--- config.mk ---
export PLATFORM = sky130hd
export DESIGN_NAME = gray_ptr_sync
export DESIGN_NICKNAME = d
export VERILOG_FILES = /design/src/rtl/gray_ptr_sync.sv
export SDC_FILE = /design/constraint.sdc
export NUM_CORES = 1
export LEC_CHECK = 0
export ABC_AREA = 0
export CORE_UTILIZATION = 44
export DETAILED_ROUTE_END_ITERATION = 12
export GPL_TIMING_DRIVEN = 0
export HOLD_SLACK_MARGIN = 0.05
export PLACE_DENSITY_LB_ADDON = 0.05
export SLEW_MARGIN = 20
export SYNTH_ARGS = -nofsm -noshare
export SYNTH_HDL_FRONTEND = slang
export SYNTH_SLANG_ARGS = --single-unit
--- constraint.sdc ---
create_clock -name clk -period 1.3 [get_ports clk]
set_input_delay 0.26 -clock clk [delete_from_list [all_inputs] [get_ports clk]]
set_output_delay 0.26 -clock clk [all_outputs]
set_load 0.01 [all_outputs]
--- src/rtl/gray_ptr_sync.sv ---
// rtl/gray_ptr_sync.sv - Gray pointer synchroniser with binary conversion, change pulse and sticky jump error
// Brings a Gray-coded pointer from a foreign domain through a flop chain and reports
// its binary value, one-cycle change pulses and illegal multi-bit transitions.
module gray_ptr_sync #(
    parameter int Width  = 4,
    parameter int Stages = 2
) (
    input  logic             clk,
    input  logic             rst,
    input  logic [Width-1:0] gray_in,
    input  logic             err_clr,
    output logic [Width-1:0] gray_out,
    output logic [Width-1:0] bin_out,
    output logic             valid,
    output logic             chg,
    output logic             err
);

    localparam int CntW = $clog2(Stages + 2);
    localparam logic [CntW-1:0] CntMax = CntW'(Stages + 1);

    logic [Width-1:0] sync_q [Stages];
    logic [Width-1:0] sync_d [Stages];
    logic [Width-1:0] last_q, last_d;
    logic [Width-1:0] bin_q, bin_d;
    logic [CntW-1:0]  cnt_q, cnt_d;
    logic             valid_q, valid_d;
    logic             chg_q, chg_d;
    logic             err_q, err_d;
    logic [Width-1:0] diff;
    logic             violation;

    function automatic logic [Width-1:0] gray2bin(input logic [Width-1:0] g);
        logic [Width-1:0] b;
        b = '0;
        b[Width-1] = g[Width-1];
        for (int i = Width - 2; i >= 0; i--) begin
            b[i] = b[i+1] ^ g[i];
        end
        return b;
    endfunction

    assign gray_out = sync_q[Stages-1];

    always_comb begin
        sync_d[0] = gray_in;
        for (int k = 1; k < Stages; k++) begin
            sync_d[k] = sync_q[k-1];
        end
    end

    // More than one bit set in the xor means a jump a real Gray counter cannot make.
    always_comb begin
        diff      = gray_out ^ last_q;
        violation = |(diff & (diff - Width'(1)));
    end

    always_comb begin
        last_d  = gray_out;
        bin_d   = gray2bin(gray_out);
        cnt_d   = (cnt_q == CntMax) ? cnt_q : cnt_q + CntW'(1);
        valid_d = (cnt_d == CntMax);
        chg_d   = valid_q & (gray_out != last_q);
        err_d   = (err_q & ~err_clr) | (valid_q & violation);
    end

    always_ff @(posedge clk) begin
        if (rst) begin
            for (int k = 0; k < Stages; k++) begin
                sync_q[k] <= '0;
            end
            last_q  <= '0;
            bin_q   <= '0;
            cnt_q   <= '0;
            valid_q <= 1'b0;
            chg_q   <= 1'b0;
            err_q   <= 1'b0;
        end else begin
            for (int k = 0; k < Stages; k++) begin
                sync_q[k] <= sync_d[k];
            end
            last_q  <= last_d;
            bin_q   <= bin_d;
            cnt_q   <= cnt_d;
            valid_q <= valid_d;
            chg_q   <= chg_d;
            err_q   <= err_d;
        end
    end

    assign bin_out = bin_q;
    assign valid   = valid_q;
    assign chg     = chg_q;
    assign err     = err_q;

endmodule

==> results of run 1 <==
[power breakdown]
group	switching (mW)	leakage (nW)	internal [mW]	total, mW
combinational	0.0470	0.228	0.0683	0.115
clock	0.168	0.0138	0.108	0.276
sequential	0.0144	0.167	0.642	0.657
total	0.230	0.409	0.818	1.05
[Yosys cell counts (all sizes together)]
library cell / number / area [µm²]
a211oi: 2 / 15.0
a21oi: 1 / 5.00
buf: 4 / 37.5
dfxtp: 20 / 400
inv: 1 / 3.75
nand2: 1 / 3.75
nand2b: 1 / 6.26
nor2: 8 / 30.0
nor2b: 12 / 77.6
nor4: 1 / 6.26
o31ai: 1 / 7.51
xnor2: 1 / 8.76
xnor3: 1 / 22.5
xor2: 5 / 43.8
[area by class of cell]
class / instances / area, µm² / area share (%)
flip-flops and latches: 20 / 409 / 46.8
multi-input cells: 34 / 226 / 25.9
repair buffers: 17 / 156 / 17.9
plain buffers: 4 / 37.5 / 4.29
clock buffers: 3 / 22.5 / 2.58
well taps: 15 / 18.8 / 2.15
inverters: 1 / 3.75 / 0.429
[flip-flops by register name (all words and copies together) (netlist names)]
signal	cells
err	1
last_q	4
chg	1
bin_out	3
cnt_q	2
sync_q	8
valid	1
[repair_timing]
action | CTS | global route
hold endpoints to repair | 0 | 0
gates resized for setup | 18 | 1
buffers inserted | 0 | 0
setup endpoints to repair | 11 | 1
[metrics by stage]
step / total power [mW] / setup TNS (ps) / std cells / area (µm²) / worst slack (ps)
finish: 1.05 / 0 / 94 / 875 / 72.7
global route: 1.11 / 0 / 94 / 875 / 12.5
CTS: 1.06 / 0 / 94 / 873 / 13.3
detailed placement: 0.798 / -58.7 / 91 / 857 / -32.1
global placement: 0.796 / -60.0 / 91 / 857 / -37.8
floorplan: 0.740 / 0 / 59 / 668 / 176
[routing by layer]
layer / track usage, % / routed length, µm
met1: 15.5 / 410
met2: 21.1 / 433
met3: 3.26 / 50
met4: 10.0 / 13
met5: 0 / 0
[kinds of logic after synthesis]
logic type / after synthesis / share of synthesized area, %
buf+inv: 5 / 6.18
compound gates: 4 / 4.12
flops: 20 / 59.9
simple gates: 23 / 18.5
xor+xnor: 7 / 11.2
[worst max-delay path by stage]
stage	end	depth (start not counted)	from	slack, ps
floorplan	bin_out[0]$_SDFF_PP0_	3	sync_q[0][5]$_SDFF_PP0_	180
global placement	gray_out[3]	2	sync_q[0][7]$_SDFF_PP0_	-40
detailed placement	gray_out[3]	2	sync_q[0][7]$_SDFF_PP0_	-30
CTS	bin_out[3]	2	last_q[3]$_SDFF_PP0_	10
global route	gray_out[2]	1	sync_q[0][6]$_SDFF_PP0_	10
finish	gray_out[2]	1	sync_q[0][6]$_SDFF_PP0_	70
==> impl_results.md, run 1 <==
- Num CTS Buffers: 3
- FF-to-FF End: bin_out[0]$_SDFF_PP0_
- HP Class: register to register
- Largest net degree at the start of global routing: 11
- Reg2reg path depth: 3
- Critical Path End Type: primary output
- CTS tree: built
- Antenna-violating nets left: 0
- CP delay by family, top: flip-flops
- Largest fanout on the critical path: 5
- RSZ-0062 raised after global routing: no
- Status: complete, no violations
- Slew @ Worst Pin: 270 ps
- Crit-path cells: dlygate4sd2_1
- Sequential area share after synthesis: 59.9%
- Avg Cell Area, Syn: 11.3 µm²
- R2r setup slk: 220 ps
- Clk_lat worst skew: 290 ps
- Pre-Repair DR Iteration Count: 1
- Yosys reg bits: 20
- Vias per inst: 4.73
- Fmax achieved: 0.815 GHz
- Post-layout utilization of the core: 64.8%
- Library cells used by synthesis: 16
- WHS Path Cells: 1
- Fin crit period: 1230 ps
- Most frequent cells in the layout: dfxtp_1, nor2b_1, dlygate4sd2_1
- Io pins: 18
- Htree depth: 1
- GRT Overall Usage: 13.4%
- Wire per inst: 9.66 µm
- Number of fill cells: 126
- N_diodes: 0
- Die height: 41.0 µm
- Die area: 1680 µm²
- Worst Path Required: 1040 ps
- Post-Syn Area: 668 µm²
- Clk sink count: 20
- Final setup violation count: 0
- Initial core utilization: 49.5%
- # Max-Cap Violations: 0
- Power Density: 1200 nW/µm²
- Port Buf Inserts: 17
- Buf/Inv on CP: 1
- Layout Nets: 88
- CP Class: register to primary output
- Root Buffer: clkbuf_4
- Final Cycle Share: 94.4%
- Leak: 0.409 nW
- Synth Warn #: 0
- Global-route wire length before repair: 1.38 mm
- GR Overflow Total: 0
- Antenna violations before repair: 0
- GP Congestion: 0.593
- Final hold slack: 443 ps
- Commonest non-fill, non-tap cell in the layout: dfxtp_1
- Core Footprint: 1350 µm²
- Min-delay src: sync_q[0][0]$_SDFF_PP0_
- Startpoint types: register
- Final wirelength: 908 µm
- Max-slew headroom: 81.9%
- Via Count: 445
- Crit path DAT: 970 ps
- Row count: 13
- Crit-path max cell delay: 390 ps
- Share of layout cells above drive strength 1: 17.7%
- Worst vdd ir: 0.566 mV
- Initial DRC count: 0
- Register clock-pin slew on the reported worst setup and hold paths: 100 ps
- Hold Buf Count CTS: 0
- R2r startpoint: sync_q[0][5]$_SDFF_PP0_
- Post-Syn Nets: 66
- Max clock buf depth: 2
- Area delta synth->final: 30.9%
- Die width: 41.0 µm
- Hold Path End: sync_q[0][4]$_SDFF_PP0_
- DRC violations left: 0
- Max Slew Vio Count: 0
- Worst-path cell with the longest stage delay: dfxtp_2
- Vias in the first global route: 336
- Synthesized instance count: 59
- Worst clock skew: 3.59 ps
- Final hold violation count: 0
Note: power is estimated with default switching activity, not from simulation.
==> run 2, diff against run 1 <==
RECOVER_POWER = 50   (was default)
==> impl_results.md, run 2 (synthesis results as in run 1) <==
- Initial core utilization: 49.5%
- Clk_lat worst skew: 290 ps
- Largest net degree at the start of global routing: 11
- Vias in the first global route: 336
- Worst clock skew: 3.57 ps
- DRC violations left: 0
- Worst Path Required: 1040 ps
- Reg2reg path depth: 3
- Most flops, register: sync_q
- Crit-path max cell delay: 390 ps
- Antenna-violating nets left: 0
- Pre-Repair DR Iteration Count: 1
- Vias per inst: 4.73
- Gate power share: 10.9%
- Num CTS Buffers: 3
- Max clock buf depth: 2
- Critical Path End Type: primary output
- Worst vdd ir: 0.564 mV
- Final wirelength: 907 µm
- Sw frac: 21.9%
- GRT Overall Usage: 13.4%
- Die area: 1680 µm²
- GP Congestion: 0.593
- Post-layout utilization of the core: 64.8%
- Register clock-pin slew on the reported worst setup and hold paths: 100 ps
- Internal power: 818 µW
- PnR worst setup slack: 72.8 ps
- Cts repair resizes: 18
- Root Buffer: clkbuf_4
- Fin crit period: 1230 ps
- Area delta synth->final: 30.9%
- RSZ-0062 raised after global routing: no
- Dpl cells: 91
- N_diodes: 0
- Layout Nets: 88
- WHS Path Cells: 1
- Slew @ Worst Pin: 270 ps
- Status: complete, no violations
- Final setup violation count: 0
- Clock power share: 26.3%
- Crit-path cells: dlygate4sd2_1
- Crit path DAT: 970 ps
- R2r setup slk: 220 ps
- Non-filler cells in the finished layout: 94
- Global-route wire length before repair: 1.38 mm
- Share of layout cells above drive strength 1: 17.7%
- # Max-Cap Violations: 0
- Most frequent cells in the layout: dfxtp_1, nor2b_1, dlygate4sd2_1
- Buf/Inv on CP: 1
- GR Overflow Total: 0
- Initial DRC count: 0
- Port Buf Inserts: 17
- Buffer count from post-CTS setup fixing: 0
- Fmax achieved: 0.815 GHz
- Via Count: 445
- Flop pwr share: 62.7%
- Final hold violation count: 0
- Final hold slack: 443 ps
- Row count: 13
- Antenna violations before repair: 0
- Io pins: 18
- DP Worst Slack: -32.1 ps
- Max-slew headroom: 81.9%
- Core Footprint: 1350 µm²
- Htree depth: 1
- Hold Buf Count CTS: 0
- Startpoint types: register
- Largest fanout on the critical path: 5
- Die width: 41.0 µm
- Max Slew Vio Count: 0
- Number of fill cells: 126
- CP delay by family, top: flip-flops
- Wire per inst: 9.65 µm
- R2r startpoint: sync_q[0][5]$_SDFF_PP0_
- CTS tree: built
- Min-delay src: sync_q[0][0]$_SDFF_PP0_
- Die height: 41.0 µm
- CP Class: register to primary output
- Leak: 0.409 nW
- Number of flip-flops in the largest register: 8
- Worst-path cell with the longest stage delay: dfxtp_2
- Power Density: 1200 nW/µm²
- Psw: 230 µW
- HP Class: register to register
- Final Cycle Share: 94.4%
- Clk sink count: 20
- Hold Path End: sync_q[0][4]$_SDFF_PP0_
- Commonest non-fill, non-tap cell in the layout: dfxtp_1
- FF-to-FF End: bin_out[0]$_SDFF_PP0_
run 2: cell types whose count changed in the layout (fill, tap and decap cells not counted):
cell	delta
clkdlybuf4s50_1	-1
dlygate4sd3_1	+1
run 2: metrics by stage:
step | power, mW | TNS, ps | instance area [µm²]
floorplan | 0.740 | 0 | 668
global route | 1.11 | 0 | 875
global placement | 0.796 | -60.0 | 857
finish | 1.05 | 0 | 875
CTS | 1.06 | 0 | 873
detailed placement | 0.798 | -58.7 | 857
run 2: cell type report:
cell class	instances	area, µm²	share of cell area, %
buffer	4	37.5	4.29
multi-input combinational	34	226	25.9
clock buffer	3	22.5	2.58
tap	15	18.8	2.15
inverter	1	3.75	0.429
sequential	20	409	46.8
timing repair buffer	17	156	17.9
run 2: worst max-delay path by stage:
| stage | slack [ps] | endpoint | startpoint | cells after the start |
|---|---|---|---|---|
| after global placement | -40 | gray_out[3] | sync_q[0][7]$_SDFF_PP0_ | 2 |
| after detailed placement | -30 | gray_out[3] | sync_q[0][7]$_SDFF_PP0_ | 2 |
| after floorplan | 180 | bin_out[0]$_SDFF_PP0_ | sync_q[0][5]$_SDFF_PP0_ | 3 |
| final | 70 | gray_out[2] | sync_q[0][6]$_SDFF_PP0_ | 1 |
| after global routing | 10 | gray_out[2] | sync_q[0][6]$_SDFF_PP0_ | 1 |
| after CTS | 10 | bin_out[3] | last_q[3]$_SDFF_PP0_ | 2 |
run 2: metal layers:
metal	track usage (%)	wire [µm]
met4	10.0	13
met1	15.5	409
met5	0	0
met2	21.1	433
met3	3.26	50
run 2: worst register-to-register path, stage by stage, from the launching register on:
cell and delay (ps):
dfxtp_2 370, xnor3_1 420, xor2_1 140, nor2_1 50
run 2: power by group through the flow:
stage                     logic (mW)  registers (mW)  clock network [mW]
after floorplan               0.0633           0.677                   0
after global placement         0.124           0.671                   0
after detailed placement       0.126           0.672                   0
after CTS                      0.116           0.657               0.288
after global routing           0.129           0.662               0.315
final                          0.115           0.657               0.276
